File: src/rtl/ppu_stream_ctrl.sv
// ppu_stream_ctrl: feeds psums from a valid/ready stream into the PPU and
// drives the maxpool/ReLU controls. It then collects one int8 result per
// pooling window, packs four results little-endian into a 32-bit word, and
// offers each word to the GLB write port over valid/ready.
module ppu_stream_ctrl #(
  parameter int MAX_OUT_W = 16,
  parameter int DATA_BITS = 16
) (
  input  logic                 clk,
  input  logic                 rst,
  input  logic                 start,
  input  logic [2:0]           cfg_win_len,
  input  logic                 cfg_pool_en,
  input  logic                 cfg_relu_en,
  input  logic [5:0]           cfg_scale,
  input  logic [MAX_OUT_W-1:0] cfg_num_out,
  input  logic                 in_valid,
  input  logic [DATA_BITS-1:0] in_data,
  output logic                 in_ready,
  output logic [DATA_BITS-1:0] ppu_data_in,
  output logic [5:0]           ppu_scaling_factor,
  output logic                 ppu_maxpool_en,
  output logic                 ppu_maxpool_init,
  output logic                 ppu_relu_sel,
  output logic                 ppu_relu_en,
  input  logic [7:0]           ppu_data_out,
  output logic                 out_valid,
  output logic [31:0]          out_data,
  input  logic                 out_ready,
  output logic                 busy,
  output logic                 done
);

  localparam logic [2:0] S_IDLE = 3'd0;
  localparam logic [2:0] S_FEED = 3'd1;
  localparam logic [2:0] S_CAPT = 3'd2;
  localparam logic [2:0] S_PUSH = 3'd3;
  localparam logic [2:0] S_DONE = 3'd4;

  localparam logic [MAX_OUT_W-1:0] CNT_ONE = 1;

  logic [2:0]           state_reg;
  logic [2:0]           win_len_reg;
  logic                 pool_en_reg;
  logic                 relu_en_reg;
  logic                 relu_sel_reg;
  logic [5:0]           scale_reg;
  logic [MAX_OUT_W-1:0] num_out_reg;
  logic [MAX_OUT_W-1:0] out_cnt_reg;
  logic [2:0]           elem_cnt_reg;
  logic [1:0]           byte_idx_reg;
  logic                 capt_wait_reg;
  logic [DATA_BITS-1:0] data_in_reg;
  logic                 mp_en_reg;
  logic                 mp_init_reg;

  logic in_fire;
  logic last_elem;
  logic sample_now;
  logic last_result;
  logic push_fire;
  logic job_start;
  logic [2:0] win_len_eff;

  assign in_fire     = (state_reg == S_FEED) && in_valid;
  assign last_elem   = (elem_cnt_reg == (win_len_reg - 3'd1));
  // Bypass is combinational through the PPU, so sample while the psum is
  // presented; pool must wait one more cycle for the comparator register.
  assign sample_now  = (state_reg == S_CAPT) && (!pool_en_reg || capt_wait_reg);
  assign last_result = ((out_cnt_reg + CNT_ONE) == num_out_reg);
  assign push_fire   = (state_reg == S_PUSH) && out_ready;
  assign job_start   = (state_reg == S_IDLE) && start;
  // A zero window length would never close a window; run it as length 1.
  assign win_len_eff = (cfg_win_len == 3'd0) ? 3'd1 : cfg_win_len;

  assign in_ready           = (state_reg == S_FEED);
  assign out_valid          = (state_reg == S_PUSH);
  assign busy               = (state_reg != S_IDLE);
  assign done               = (state_reg == S_DONE);
  assign ppu_data_in        = data_in_reg;
  assign ppu_maxpool_en     = mp_en_reg;
  assign ppu_maxpool_init   = mp_init_reg;
  assign ppu_scaling_factor = scale_reg;
  assign ppu_relu_en        = relu_en_reg;
  assign ppu_relu_sel       = relu_sel_reg;

  // Latch job configuration on an accepted start.
  always_ff @(posedge clk or negedge rst) begin
    if (!rst) begin
      win_len_reg  <= '0;
      pool_en_reg  <= 1'b0;
      relu_en_reg  <= 1'b0;
      relu_sel_reg <= 1'b0;
      scale_reg    <= '0;
      num_out_reg  <= '0;
    end else if (job_start) begin
      win_len_reg  <= win_len_eff;
      pool_en_reg  <= cfg_pool_en;
      relu_en_reg  <= cfg_relu_en;
      relu_sel_reg <= ~cfg_pool_en;
      scale_reg    <= cfg_scale;
      num_out_reg  <= cfg_num_out;
    end
  end

  // Sequencer state, window/result counters and capture sub-cycle flag.
  always_ff @(posedge clk or negedge rst) begin
    if (!rst) begin
      state_reg     <= S_IDLE;
      elem_cnt_reg  <= '0;
      byte_idx_reg  <= '0;
      out_cnt_reg   <= '0;
      capt_wait_reg <= 1'b0;
    end else begin
      case (state_reg)
        S_IDLE: begin
          if (start) begin
            elem_cnt_reg  <= '0;
            byte_idx_reg  <= '0;
            out_cnt_reg   <= '0;
            capt_wait_reg <= 1'b0;
            state_reg     <= (cfg_num_out == '0) ? S_DONE : S_FEED;
          end
        end
        S_FEED: begin
          if (in_fire) begin
            if (last_elem) begin
              elem_cnt_reg  <= '0;
              capt_wait_reg <= 1'b0;
              state_reg     <= S_CAPT;
            end else begin
              elem_cnt_reg <= elem_cnt_reg + 3'd1;
            end
          end
        end
        S_CAPT: begin
          if (sample_now) begin
            capt_wait_reg <= 1'b0;
            out_cnt_reg   <= out_cnt_reg + CNT_ONE;
            byte_idx_reg  <= byte_idx_reg + 2'd1;
            state_reg     <= ((byte_idx_reg == 2'd3) || last_result) ? S_PUSH : S_FEED;
          end else begin
            capt_wait_reg <= 1'b1;
          end
        end
        S_PUSH: begin
          if (out_ready) begin
            byte_idx_reg <= '0;
            state_reg    <= (out_cnt_reg == num_out_reg) ? S_DONE : S_FEED;
          end
        end
        S_DONE: begin
          state_reg <= S_IDLE;
        end
        default: begin
          state_reg <= S_IDLE;
        end
      endcase
    end
  end

  // PPU input register; maxpool strobes pulse only on an accepted psum.
  always_ff @(posedge clk or negedge rst) begin
    if (!rst) begin
      data_in_reg <= '0;
      mp_en_reg   <= 1'b0;
      mp_init_reg <= 1'b0;
    end else begin
      mp_en_reg   <= 1'b0;
      mp_init_reg <= 1'b0;
      if (in_fire) begin
        data_in_reg <= in_data;
        mp_en_reg   <= pool_en_reg;
        mp_init_reg <= (elem_cnt_reg == 3'd0);
      end
    end
  end

  // One byte lane per result slot; lanes not written before a push stay 0.
  genvar gi;
  generate
    for (gi = 0; gi < 4; gi++) begin : g_lane
      logic [7:0] lane_reg;

      // Clear at job start and after each pushed word, load on its sample.
      always_ff @(posedge clk or negedge rst) begin
        if (!rst) begin
          lane_reg <= '0;
        end else if (job_start || push_fire) begin
          lane_reg <= '0;
        end else if (sample_now && (byte_idx_reg == 2'(gi))) begin
          lane_reg <= ppu_data_out;
        end
      end

      assign out_data[8*gi +: 8] = lane_reg;
    end
  endgenerate

endmodule

File: config.mk
export PLATFORM = sky130hd
export DESIGN_NAME = ppu_stream_ctrl
export DESIGN_NICKNAME = d
export VERILOG_FILES = /design/src/rtl/ppu_stream_ctrl.sv
export SDC_FILE = /design/constraint.sdc
export NUM_CORES = 1
export LEC_CHECK = 0
export BUFFER_PORTS_ARGS = -buffer_cell sky130_fd_sc_hd__buf_2
export CAP_MARGIN = 20
export CELL_PAD_IN_SITES_DETAIL_PLACEMENT = 1
export CELL_PAD_IN_SITES_GLOBAL_PLACEMENT = 1
export CORE_ASPECT_RATIO = 2
export CORE_UTILIZATION = 40
export DETAILED_ROUTE_END_ITERATION = 6
export PLACE_DENSITY_LB_ADDON = 0.1
export SYNTH_ARGS = -nofsm -noshare
export SYNTH_HDL_FRONTEND = slang
export SYNTH_SLANG_ARGS = --single-unit
export TNS_END_PERCENT = 5
File: constraint.sdc
create_clock -name clk -period 2.9 [get_ports clk]
set_input_delay 0.29 -clock clk [delete_from_list [all_inputs] [get_ports clk]]
set_output_delay 0.29 -clock clk [all_outputs]
set_load 0.01 [all_outputs]
### Word level (Yosys, flattened, before mapping)

Index checks and enable logic that the tools add are counted.

| storage, ports and cells | value |
|---|---|
| flip-flop bits (word level) | 103 |
| output and inout port bits | 62 |

| cells by class | value |
|---|---|
| add/sub/neg operators | 4 |
| equality and inequality tests | 15 |
| muxes and demuxes | 36 |
| bitwise operators | 1 |
| reductions and logical operators | 31 |

Operators with widths:

| kind | count |
|---|---|
| 8-bit 2-to-1 mux | 8 |
| 3-bit 2-to-1 mux | 11 |
| 16-bit == test | 2 |
| 16-bit 2-to-1 mux | 2 |
| 16-bit one-hot mux with 2 select lines | 1 |
| 16-bit by 1-bit adder with 16-bit output (second input constant) | 1 |
| 16-bit zero test | 1 |
| 3-bit one-hot mux with 4 select lines | 1 |
| 2-bit nonzero test | 6 |
| 3-bit zero test | 3 |
| 3-bit nonzero test | 3 |
| 1-bit logical AND | 8 |
| 2-bit 2-to-1 mux | 4 |
| 4-bit AND reduction | 2 |
| 3-bit by 2-bit == test with 1-bit output (second input constant) | 2 |
| 1-bit 2-to-1 mux | 6 |
| 2-bit by 1-bit inequality test with 1-bit output (second input constant) | 3 |
| 2-bit one-hot mux with 3 select lines | 1 |
| 3-bit one-hot mux with 2 select lines | 1 |
| 3-bit AND reduction | 2 |
| 5-bit AND reduction | 1 |
| 2-bit == test (second input constant) | 2 |
| 2-bit inequality test (second input constant) | 2 |
| 3-bit by 1-bit adder with 3-bit output (second input constant) | 1 |
| 11 further kinds | 13 |

### Logic depth before layout (Yosys ltp)

Gate-level depths: netlist of run 1.

| logic depth | value |
|---|---|
| depth after elaboration | 6 |
| gate-level depth with buffers | 9 |
| gate-level depth less buffers | 8 |

### Worst setup path before layout of run 1

OpenSTA, ideal clock, no wires.

| timing path | value |
|---|---|
| path kind | flip-flop to flip-flop |
| start point | register out_cnt_reg[0] |
| end point | register state_reg[1] |
| arrival | 1988 ps |
| path slack | 820 ps |
| cell stages (with the launch flop) | 8 |
| buffers on the path | 0 |
| clock period less this slack | 2080 ps |
| cell sequence | dfrtp_1 -> ha_1 -> xor2_1 -> a211o_1 -> a211o_1 -> a2111oi_2 -> o311ai_1 -> o31ai_2 |

| between the ends | value |
|---|---|
| word-level cells in the longest chain between the ends | 6 |

Ends and longest elaborated chain:

| item | line | source |
|---|---|---|
| start, declared | 49 | `logic [MAX_OUT_W-1:0] out_cnt_reg;` |
| start signal, assigned | 139 | `out_cnt_reg <= out_cnt_reg + CNT_ONE;` |
| 16-bit by 1-bit adder with 16-bit output | 70 | `assign last_result = ((out_cnt_reg + CNT_ONE) == num_out_reg);` |
| 16-bit == test | 70 |  |
| 1-bit logical OR | 141 | `state_reg <= ((byte_idx_reg == 2'd3) \|\| last_result) ? S_PUSH : S_FEED;` |
| 2-bit 2-to-1 mux | 141 |  |
| 3-bit 2-to-1 mux | 137 | `if (sample_now) begin` |
| 3-bit one-hot mux with 4 select lines | 115 | `case (state_reg)` |
| end signal, assigned | 122 | `state_reg <= (cfg_num_out == '0) ? S_DONE : S_FEED;` |
| end signal, assigned | 141 |  |
| end signal, assigned | 149 | `state_reg <= (out_cnt_reg == num_out_reg) ? S_DONE : S_FEED;` |
| end, declared | 42 | `logic [2:0] state_reg;` |

No other way between the ends. The select of a mux whose other input is x is not followed.
A chain may end at the register's enable or synchronous reset.

### Worst setup path after layout of run 1

Same ends and word-level chain as after synthesis.

==> run summary, run 1 <==
The portion of total power attributed to the clock network is 22.2%. The flow ran to the end, but the final reports show violations. The number of antenna-violating nets in the routed design is 0. After the last flow step, the layout net total stands at 672. Summing all flip-flop and latch instances after layout gives ~2600 sq um. The initialized floorplan defines 57 standard-cell rows.

The synthesized netlist contains 46 unique library cells. The worst setup path is launched from a flop. The number of setup violations in the final report came out at 0. Along the worst path, the maximum fanout reaches 9.

The number of detailed-route iterations in the first pass is 4. between 100 and 150 I/O pins were placed. The worst path buffer plus inverter count is 0.

The number of buffers on the longest clock path is 2. The clock tree from TritonCTS is done. The TritonCTS sink count is approximately 100.

The count of unresolved DRC violations after routing is 0. Summed over all layers, the global routing overflow is 0. Dividing the detail-routed wire length by the instance count gives roughly 18 um. The die outline height came out at around 160 um. The setup slack of the worst register-to-register path came out at 520 ps. The number of antenna diodes is 0. The number of antenna violations at the first check in global routing is 0. The number of filler cells placed in the layout came out at ~1400. The CTS H-tree depth is 3. The wire length on met3 came out at approximately 370 um. The layout overhead on the synthesized area is 20.6%.

The arrival time reported for the critical path endpoint is 2630 ps. The share of flip-flops with an asynchronous set or reset after synthesis is 100%. Yosys mapped a number of flops with a built-in enable equal to 0. Summed over all instances, the cell type with the most area after synthesis is sky130_fd_sc_hd__dfrtp_1. The number of flip-flops under the largest register name came out at 32. The top-area cell type share of the netlist area is between 50 and 60%.

Routed signal wires occupy layers up through met4. The count of buffers inserted at the top-level ports is 117. The power dissipated by switching net loads is between 2000 and 2500 uW. The total track usage came out at between 20% and 30%. The sort of element at the end of the critical path is a flop. Buffers inserted to repair hold after CTS numbered 0. Across all hold checks on the routed design, the worst slack comes to -3.05 ps. In the final layout, the multi-input gates occupy roughly 2300 sq um. The critical path goes through ha_1 > nand2_1 > nor2_1 > nand4_1 > a2111oi_0 > o311ai_1 > o31ai_2.

Buffers added to address setup during post-CTS repair amount to 0. The master of the slowest instance on the critical path is sky130_fd_sc_hd__a2111oi_0. The power density over the cells is 920 nW/um^2. The number of gates resized after CTS was 0. The buffer cell driving the clock tree root is sky130_fd_sc_hd__clkbuf_16. The post-DP HPWL came out at ~11000 um.

The number of buffers created by CTS came out at 9. In the final timing run, aggregate negative setup slack is 0 ps. Synthesis inferred 103 register bits. After synthesis the cells add up to ~5000 sq um. The fraction of power spent switching nets is approximately 37%. The number of endpoints with negative hold slack in the final report came out at 2. The cell count after synthesis is around 500.

The share of the core filled with cells in the final layout is between 40% and 50%. For the pin with the worst max-slew slack, the measured transition is 810 ps. The final critical-path share of the clock period is between 80% and 90%. By area the synthesized netlist is led by sky130_fd_sc_hd__dfrtp_1 51%, sky130_fd_sc_hd__mux2_2 9.6%, sky130_fd_sc_hd__nand2_1 5.3%. The post-synthesis average cell area came out at 10.1 sq um.

Broken down by cell family, the worst path's largest delay share belongs to compound AO/OA/AOI/OAI gates. In the synthesized netlist, the cells that appear most often are 103 x sky130_fd_sc_hd__dfrtp_1, 71 x sky130_fd_sc_hd__nand2_1, 43 x sky130_fd_sc_hd__mux2_2, 42 x sky130_fd_sc_hd__nand3_1, 39 x sky130_fd_sc_hd__a21oi_1. The count of yosys warnings during synthesis came out at 0. The global-route wire length before repair came out at approximately 22000 um. The minimum period implied by the final worst setup slack came out at between 2000 and 2500 ps. The insertion delay to the later sink of the worst-skew pair came out at approximately 340 ps. The maximum ir drop on the vdd rail came out at slightly below 0.5 mV. The clock transition at the registers of the reported paths is ~70 ps. Entering global routing, the biggest net connects about 60 pins. In this run the standard cell core region covers 12200 sq um. The class of the tightest hold or removal check is input pin to asynchronous set/reset pin.

The required arrival time at the worst endpoint is between 3000 and 4000 ps. The via count of the first global-routing pass came out at between 4000 and 5000. The placed instances occupy a cell area of roughly 5800 sq um. Sequential cells burn approximately 40% of the power. The detailed router put a total of between 4000 and 5000 um of wire on met1. The detailed router finished its first iteration with ~120 violations. Summed over all nets, wire length on met2 after detailed routing comes to 8110 um. The relative slew slack came out at 46.0%. The average via count per standard cell came out at around 5.5.

The total internal power is between 3000 and 4000 uW. The number of max-cap violations is 0. The relative contribution of combinational cells to total power is between 30% and 40%.

The final design area excluding fillers came out at roughly 6100 sq um. The synthesized netlist net count came out at approximately 560. The layout cell share with drive strength beyond 1 came out at between 30% and 40%.

The leakage dissipation is ~0.0028 uW. The floorplan step set the die width to roughly 81 um. The post-detailed-routing wire length is around 14000 um. The final setup skew came out at approximately 8 ps.

The most used standard cell by instance count after synthesis is sky130_fd_sc_hd__dfrtp_1. Summing the sequential cell areas from Yosys gives 51.0% of the chip area. The placer's final routability congestion estimate came out at between 0.8 and 0.9. The final max-slew violation count is 0. Setup repair after global routing left no endpoint under its margin. Once the floorplan was initialized, standard cells occupied 41.4% of the core. The top achievable clock speed came out at 0.421 GHz. The final reports fail on hold timing. The stage delay of the slowest cell on the critical path came out at around 490 ps. The most frequently used flop master after synthesis is sky130_fd_sc_hd__dfrtp_1. The type of the worst setup path is flop to flop. The total via count in the routed design came out at ~4200. The die footprint came out at 13100 sq um.
==> power groups by stage <==
| stage | clock network [uW] | registers, uW | logic [uW] |
|---|---|---|---|
| 3_3_place_gp | 0 | 2250 | 2080 |
| 3_5_place_dp | 0 | 2280 | 2150 |
| 5_1_grt | 1330 | 2310 | 2350 |
| 2_1_floorplan | 0 | 2290 | 1300 |
| 4_1_cts | 1280 | 2250 | 2160 |
| 6_report | 1240 | 2240 | 2120 |
==> worst paths after layout <==
path                                 from               endpoint  cells after the start
setup / recovery           out_cnt_reg[0]           state_reg[1]                      7
hold / removal                        rst  g_lane[1].lane_reg[4]                      1
setup reg to reg           out_cnt_reg[0]           state_reg[1]                      7
hold reg to reg              ppu_relu_sel           ppu_relu_sel                      2
max in group asynchronous             rst           state_reg[0]                      2
min in group clk              cfg_pool_en           ppu_relu_sel                      2
==> cell families after synthesis <==
logic type,count (synthesis),synth area share (%)
DFF,103,51.0
and+or+nand+nor,185,17.8
xor gates and xnor gates,27,4.68
adders and majority gates,8,1.98
muxes,50,11.0
AOI/OAI and AO/OA,83,9.84
buffers and inverters,43,3.72
==> metal layers <==
| layer | GRT usage, % | up-vias |
|---|---|---|
| met5 | 0 | - |
| met4 | 9.74 | 0 |
| met3 | 2.44 | 27 |
| met2 | 43.8 | 97 |
| met1 | 23.4 | 2100 |
| li1 | - | 1962 |
==> placed cells by master (no fill, tap or decap), drive strengths merged, types with 8 or more instances in the layout <==
cell type and count:
xor2 12, o21ai 18, nand3 42, mux2 43, inv 16, nand2 71, dfrtp 103, ha 8
nor2 23, xnor2 15, nor4 9, a21oi 39, buf 127, clkbuf 9
==> through the flow <==
stage	worst slack (ps)	std cells	power [uW]	hold WS [ps]
6_report	525	760	5600	-3.05
3_3_place_gp	695	744	4330	400
4_1_cts	508	760	5680	48.5
3_5_place_dp	520	744	4420	421
2_1_floorplan	820	499	3590	-5.59
5_1_grt	214	760	5980	82.9
==> layout make-up <==
type | count | share of cell area, %
inverters | 14 | 0.863
flip-flops and latches | 103 | 42.3
well taps | 147 | 3.02
clock inverters | 7 | 1.31
clock buffers | 9 | 3.70
repair buffers | 127 | 11.3
multi-input cells | 353 | 37.5
Note: power is estimated with default switching activity, not from simulation.
==> inputs of run 2 (changes only) <==
ABC_AREA = 1   (was unset)
CORE_UTILIZATION = 36   (was 40)
clock period = 2.1 ns   (was 2.9 ns; I/O delays follow)
==> run 2 against run 1 <==
Net effect:
- the run now ends clean
- core utilization fell by 4.3 points
- power is 55% higher
- sequential share of layout area decreased by 1.6 points
- register-to-register slack worse by 410 ps
- clock skew is 1.1 ps higher
- critical path depth rose by 8
- combinational power grew 79%
- largest power group is now combinational logic
==> run summary, run 2 <==
The number of detailed-route iterations in the first pass is 4 (unchanged). The cell count after synthesis is 583 (+17%). The total via count in the routed design is 4424 (+5.7%).

The starting utilization of the core area came out at 36.8% (-4.6 points). The number of antenna violations at the first check in global routing came out at 0 (unchanged). The total track usage is 22.4% (-0.42 points). The count of buffers inserted at the top-level ports was 117 (unchanged). Ranked by instance count, the synthesized netlist is headed by 199 x sky130_fd_sc_hd__nand2_1, 103 x sky130_fd_sc_hd__dfrtp_1, 51 x sky130_fd_sc_hd__inv_1, 36 x sky130_fd_sc_hd__nor2_1, 27 x sky130_fd_sc_hd__o21ai_0. The total grt overflow was 0 (unchanged).

The number of setup violations in the final report was 0 (unchanged). The top-area cell type share of the netlist area is 50.4% (-0.65 points). The area fraction in and, or, nand and nor cells after synthesis came out at 24.0% (+6.2 points).

The minimum setup slack after placement is 25.8 ps (-494 ps). The global-route wire length before repair was 24700 um (+10%). The number of endpoints with negative hold slack in the final report came out at 0 (-2).

The clock tree from TritonCTS is done. The unique cell type count in the Yosys netlist came out at 35 (-24%). The overall power was 8680 uW (+55%). The number of antenna diodes came to 0 (unchanged). The arrival time reported for the critical path endpoint came out at 2270 ps (-360 ps). The number of flip-flops under the largest register name came out at 32 (unchanged).

The final setup skew came out at 9.09 ps (+1.10 ps). The largest total area in the synthesized netlist belongs to sky130_fd_sc_hd__dfrtp_1. Among all flip-flop cells after synthesis, the most frequent one is sky130_fd_sc_hd__dfrtp_1. The number of cells after detailed placement is 894 (+20%). The actual transition at the worst max-transition pin is 567 ps (-243 ps).

The cell area after synthesis came out at 5110 sq um (+1.3%). The average via count per standard cell was 4.85 (-12%). The die outline height came out at 171 um (+6.0%).

The xor-xnor portion of the synthesized cell area was 4.28% (-0.40 points). The most used standard cell by instance count after synthesis is sky130_fd_sc_hd__nand2_1. The horizontal extent of the die is 86.3 um (+5.9%). The pin count of the biggest net entering global routing came out at 41 (-33%). The number of antenna-violating nets in the routed design is 0 (unchanged).

The count of yosys warnings during synthesis came out at 0 (unchanged). The worst setup path is captured at a flop. The count of unresolved DRC violations after routing came out at 0 (unchanged).

The final critical-path share of the clock period was 94.4% (+12 points). The number of buffers created by CTS is 9 (unchanged). The final critical-path setup slack was 119 ps (-406 ps).

The min-delay analysis places its worst path in the category input pin to flop. The TritonCTS sink count is 103 (unchanged). The library cells used most frequently in the layout, excluding fill and tap cells, are 199 x sky130_fd_sc_hd__nand2_1, 116 x sky130_fd_sc_hd__buf_2, 103 x sky130_fd_sc_hd__dfrtp_1. The complex-gate fraction of the synthesized area is 6.24% (-3.6 points). The required arrival time at the worst endpoint is 2390 ps (-770 ps). The number of filler cells placed in the layout came out at 1729 (+22%).

The clock transition at the registers of the reported paths is 80 ps (about the same). The number of buffers on the longest clock path is 2 (unchanged). The post-detailed-routing wire length came to 15200 um (+9.3%). The violation count after the first detailed-route iteration came out at 132 (+7.3%). The number of max-cap violations is 0 (unchanged).

The post-synthesis average cell area came out at 8.77 sq um (-13%). The mux share of post-synthesis cell area is 7.63% (-3.3 points). The peak fanout along the critical path is 8 (-1). The leakage dissipation is 0.00329 uW (+18%). The insertion delay to the later sink of the worst-skew pair is 360 ps (+20 ps). Setup repair after global routing could not meet its margin everywhere. The routed length per instance was 16.7 um (-9.0%). The nature of the critical path startpoint is a flop. The buffer cell driving the clock tree root is sky130_fd_sc_hd__clkbuf_16. The number of nets in the layout came out at 783 (+17%).

The sequential fraction of the synthesis area came out at 50.4% (-0.65 points). The post-synthesis sequential element count came out at 103 (unchanged). The die footprint is 14700 sq um (+12%). The core region area came to 13900 sq um (+14%).

The number of synthesized flops with an enable pin is 0 (unchanged). The via count of the first global-routing pass came out at 4906 (+9.9%). The minimum hold slack came out at 49.7 ps (+52.7 ps). The CTS H-tree depth was 3 (unchanged).

The power density over the cells was 1370 nW/um^2 (+49%). The layout cell share with drive strength beyond 1 is 29.3% (-1.7 points). The placer's final routability congestion estimate came out at 0.859 (+3.4%). The final instance count without filler cells came to 913 (+20%). The post-DP HPWL is 12100 um (+13%). The minimum period implied by the final worst setup slack came out at 1980 ps (-394 ps).

The layout overhead on the synthesized area came out at 23.9%. After synthesis, the largest family of logic cells by area is simple AND/OR/NAND/NOR gates. The count of standard-cell rows came out at 61 (+7.0%). The final max-slew violation count came out at 0 (unchanged). Leaving out fill and tap cells, the most frequent cell in the layout is sky130_fd_sc_hd__nand2_1.

By area the synthesized netlist is led by sky130_fd_sc_hd__dfrtp_1 50%, sky130_fd_sc_hd__nand2_1 15%, sky130_fd_sc_hd__mux2_2 5.3%. The share of flip-flops with an asynchronous set or reset after synthesis is 100% (unchanged). The top achievable clock speed came out at 0.505 GHz (+20%).

The adder and majority cell fraction of the synthesized area came out at 1.96% (-0.025 points). The count of boundary I/O pins is 118 (unchanged). The type of the worst setup path is flop to flop. The flow ran to the end, and the final reports show no timing, DRC or antenna violations. The synthesized netlist net count is 647 (+15%). The maximum ir drop on the vdd rail is 0.576 mV (+20%). The share of the core filled with cells in the final layout was 45.6% (-4.3 points). The relative slew slack was 62.2% (+16 points).
-- run 2: changes by cell type after synthesis, moves of 13 or more --
| cell | delta |
|---|---|
| sky130_fd_sc_hd__a21oi_1 | -32 |
| sky130_fd_sc_hd__mux2_2 | -19 |
| sky130_fd_sc_hd__nand2_1 | +128 |
| sky130_fd_sc_hd__inv_1 | +37 |
| sky130_fd_sc_hd__nor2_1 | +13 |
| sky130_fd_sc_hd__nand3_1 | -25 |
-- run 2: area by class of cell --
cell class	instances	area (sq um)	area share, %
tap	189	236	3.73
timing repair buffer	136	749	11.8
clock buffer	11	243	3.83
clock inverter	5	41.3	0.652
sequential	103	2580	40.7
multi-input combinational	407	2260	35.6
inverter	62	233	3.67
-- run 2: metal layers --
metal | up-vias | global-route usage, % | routed length (um)
met3 | 20 | 3.81 | 541
met4 | 0 | 7.75 | 297
met1 | 2189 | 22.0 | 5320
met5 | - | 0 | 0
met2 | 94 | 45.1 | 9040
li1 | 2121 | - | -
-- run 2: critical path: stages, from the launching register on --
cell and delay [ps]:
sky130_fd_sc_hd__dfrtp_1 400, sky130_fd_sc_hd__ha_1 220, sky130_fd_sc_hd__nand3_1 140, sky130_fd_sc_hd__inv_2 170
sky130_fd_sc_hd__nand2_1 110, sky130_fd_sc_hd__nor2_1 130, sky130_fd_sc_hd__nand2_1 80, sky130_fd_sc_hd__nand2_1 90
sky130_fd_sc_hd__nand2_1 50, sky130_fd_sc_hd__nor2_1 100, sky130_fd_sc_hd__nand3_1 110, sky130_fd_sc_hd__nand2_1 90
sky130_fd_sc_hd__nand2_1 50, sky130_fd_sc_hd__nand2_1 50, sky130_fd_sc_hd__nand2_1 50, sky130_fd_sc_hd__nand2_1 70
-- run 2: path summary, 6_finish.rpt --
| check | to | from | slack [ps] | depth (start not counted) |
|---|---|---|---|---|
| worst max-delay path | state_reg[1] | out_cnt_reg[0] | 120 | 15 |
| worst min-delay path | ppu_data_in[1] | in_data[1] | 50 | 3 |
| worst max register to register | state_reg[1] | out_cnt_reg[0] | 120 | 15 |
| worst min register to register | ppu_scaling_factor[4] | ppu_scaling_factor[4] | 470 | 2 |
| max in group asynchronous | byte_idx_reg[0] | rst | 980 | 3 |
| min in group asynchronous | out_cnt_reg[9] | rst | 400 | 2 |
-- run 2: cell families (layout without fill, tap and decap cells) --
| kind of cell | after synthesis | after routing |
|---|---|---|
| muxes | 32 | 32 |
| AOI/OAI and AO/OA | 53 | 53 |
| buffers and inverters | 73 | 214 |
| xor gates and xnor gates | 25 | 25 |
| DFF | 103 | 103 |
| and+or+nand+nor | 289 | 289 |
| adders and majority gates | 8 | 8 |
-- run 2: what timing repair did --
action | CTS | global route
endpoints found under the setup margin | 0 | 35
setup buffers | 0 | 2
gates resized for setup | 0 | 3
hold endpoints to repair | 37 | 0
hold buffers | 1 | 0
-- run 2: power by group --
part / switching, uW / total (uW) / internal, uW / leakage, uW
clock network: 783 / 1630 / 846 / 0.000126
logic: 2210 / 3800 / 1590 / 0.00186
registers: 495 / 3260 / 2760 / 0.00131
total: 3490 / 8680 / 5200 / 0.00329
-- run 2: per-stage QoR --
step / area (sq um) / setup TNS [ps]
2_1_floorplan: 5110 / 0
3_3_place_gp: 6020 / 0
3_5_place_dp: 6020 / 0
4_1_cts: 6320 / 0
5_1_grt: 6340 / -86.4
6_report: 6340 / 0
==> inputs of run 3 (changes only) <==
CELL_PAD_IN_SITES_DETAIL_PLACEMENT = unset   (was 1)
CELL_PAD_IN_SITES_GLOBAL_PLACEMENT = unset   (was 1)
CORE_UTILIZATION = 40   (was 36)
PLACE_DENSITY_LB_ADDON = unset   (was 0.1)
==> run 3 against run 2 <==
Net effect:
- die area fell by 9.8%
- non-clock buffer count shrank 8
- sequential cell count did not move
- sequential share of layout area grew 0.59 points
- power decreased by 1.9%
- worst hold slack got worse by 1.2 ps
- final area down 1.4%
- global-route usage is 1.8 points lower
- maximum frequency down 0.81%
- largest cell class unchanged
- highest routed layer unchanged
==> run summary, run 3 (same netlist as run 2, synthesis figures left out) <==
The number of buffers created by CTS is 9 (unchanged). The average via count per standard cell came out at 4.93 (+1.8%). The horizontal extent of the die came out at 82.0 um (-5.0%). The number of max-cap violations came out at 0 (unchanged). The footprint of the multi-input gates came to 2260 sq um (+0.22%). The count of unresolved DRC violations after routing came out at 0 (unchanged). The number of endpoints with negative hold slack in the final report is 0 (unchanged). The TritonCTS sink count is 103 (unchanged).

The number of flip-flops under the largest register name is 32 (unchanged). The via count of the first global-routing pass is 4344 (-11%). The area taken by flip-flops and latches came out at 2580 sq um (about the same). The count of standard-cell rows came out at 58 (-4.9%). The layout cell share with drive strength beyond 1 is 28.8% (-0.51 points). The pin count of the biggest net entering global routing came to 104 (+150%). The startpoint identified for the worst hold timing path is in_data[15]. The nature of the critical path startpoint is a flop. The count of boundary I/O pins came out at 118 (unchanged). The clock transition at the registers of the reported paths is 70 ps (about the same). The maximum ir drop on the vdd rail was 0.780 mV (+36%).

The depth of the most critical reg-to-reg path came to 8 (-7). The run finished with clean final reports. TritonCTS built the clock tree. Setup repair after global routing could not meet its margin everywhere.

The die footprint came out at 13300 sq um (-9.8%). In this run the critical register-to-register path is captured at g_lane[0].lane_reg[6]. The number of antenna-violating nets in the routed design came out at 0 (unchanged). The final setup skew is 10.3 ps (+1.19 ps). The library cell used most frequently in the layout, excluding fill and tap cells, is sky130_fd_sc_hd__nand2_1.

The tightest min-delay check is of the input pin to flop type. The post-DP HPWL was 9580 um (-21%). The violation count after the first detailed-route iteration is 168 (+27%). The minimum period implied by the final worst setup slack came out at 2000 ps (+16.1 ps).

The number of detailed-route iterations in the first pass is 6 (+2). The insertion delay to the later sink of the worst-skew pair is 360 ps (about the same). The number of antenna diodes came to 0 (unchanged). The number of antenna violations at the first check in global routing is 0 (unchanged). The total grt overflow came to 0 (unchanged). The total track usage is 20.6% (-1.8 points). The share of the core filled with cells in the final layout came out at 49.8% (+4.2 points).

The global-route wire length before repair came out at 20400 um (-17%). The post-detailed-routing wire length came out at 12500 um (-18%). The actual transition at the worst max-transition pin is 575 ps (+7.71 ps).

The arrival time reported for the critical path endpoint came out at 2240 ps (-30 ps). The peak fanout along the critical path came to 9 (+1). The count of cells along the worst hold path is 3 (unchanged). The top achievable clock speed is 0.501 GHz (-0.81%). The starting utilization of the core area is 40.7% (+3.9 points). The number of setup violations in the final report is 0 (unchanged). The final critical-path share of the clock period came to 95.1% (+0.77 points). The count of buffers inserted at the top-level ports was 117 (unchanged). The die outline height is 162 um (-5.1%).

The CTS H-tree depth was 3 (unchanged). The setup path with the least slack is of type flop to flop. The total via count in the routed design came out at 4271 (-3.5%). The setup slack of the worst register-to-register path is 100 ps (-20 ps). The relative slew slack came out at 61.7% (-0.51 points).

The final max-slew violation count came out at 0 (unchanged). The leakage dissipation came out at 0.00327 uW (-0.74%). The required arrival time at the worst endpoint came out at 2340 ps (-50 ps). The final instance count without filler cells came to 866 (-5.1%).

The worst hold path terminates at ppu_data_in[15]. The overall power is 8520 uW (-1.9%). The startpoint of the worst-slack reg-to-reg timing path is state_reg[2].

The number of filler cells placed in the layout is 1251 (-28%). The power density over the cells is 1360 nW/um^2 (-0.50%). The sort of element at the end of the critical path is a flop.

The core region area is 12600 sq um (-9.6%). The routed length per instance is 14.4 um (-14%). From synthesis to final layout, the design area changed by 22.2%.

The number of nets in the layout is 775 (-1.0%). The placer's final routability congestion estimate came to 0.905 (+5.4%). Leaving out fill and tap cells, the most frequent cells in the layout are 199 x sky130_fd_sc_hd__nand2_1, 116 x sky130_fd_sc_hd__buf_2, 102 x sky130_fd_sc_hd__dfrtp_1. The buffer cell driving the clock tree root is sky130_fd_sc_hd__clkbuf_16. The number of cells after detailed placement came out at 849 (-5.0%). The number of buffers on the longest clock path came out at 2 (unchanged).
run 3: final cells by class:
cell class / instances / area share (%)
Timing Repair Buffer: 128 / 11.0
Tap cell: 150 / 3.00
Clock buffer: 10 / 3.82
Inverter: 62 / 3.72
Multi-Input combinational cell: 407 / 36.2
Clock inverter: 6 / 1.02
Sequential cell: 103 / 41.3
run 3: how the worst max path moves through the flow:
stage | cells after the start | slack [ps] | to | start
after detailed placement | 8 | 90 | g_lane[1].lane_reg[7] | state_reg[2]
after global routing | 8 | -30 | g_lane[2].lane_reg[1] | state_reg[2]
after global placement | 8 | 140 | g_lane[1].lane_reg[0] | state_reg[2]
final | 8 | 100 | g_lane[0].lane_reg[6] | state_reg[2]
after floorplan | 10 | 360 | g_lane[0].lane_reg[0] | state_reg[2]
after CTS | 8 | 90 | g_lane[1].lane_reg[7] | state_reg[2]
run 3: metal layers:
metal | global-route usage (%) | wire length, um | vias to the layer above
li1 | - | - | 2117
met1 | 21.3 | 4640 | 2011
met2 | 37.6 | 6900 | 120
met3 | 3.43 | 497 | 23
met4 | 11.2 | 413 | 0
met5 | 0 | 0 | -
run 3: stage by stage:
step | TNS (ps) | hold slack [ps] | worst slack [ps] | cell area [sq um]
2_1_floorplan | 0 | -85.6 | 361 | 5110
3_3_place_gp | 0 | 327 | 139 | 5930
3_5_place_dp | 0 | 327 | 88.5 | 5930
4_1_cts | 0 | 45.9 | 85.8 | 6240
5_1_grt | -256 | 45.3 | -25.7 | 6250
6_report | 0 | 48.4 | 102 | 6250
run 3: power by group:
part	switching (uW)	leakage, uW	internal (uW)	total, uW
clock	816	0.000146	870	1690
sequential	478	0.00131	2760	3240
combinational	2050	0.00181	1540	3590
run 3: critical path, stage by stage, from the launching register on:
cell                      delay, ps
sky130_fd_sc_hd__dfrtp_1        400
sky130_fd_sc_hd__inv_1           70
sky130_fd_sc_hd__nand2_1        120
sky130_fd_sc_hd__nor2_4         160
sky130_fd_sc_hd__inv_2           70
sky130_fd_sc_hd__o21ai_4        310
sky130_fd_sc_hd__inv_2          150
sky130_fd_sc_hd__nand2_2        230
sky130_fd_sc_hd__mux2_2         370
run 3: what timing repair did:
item                                    in CTS  in global routing
endpoints found under the setup margin       0                 11
endpoints found under the hold margin      103                  0
setup buffers                                0                  0
hold buffers                                 1                  0
gates resized for setup                      0                  3
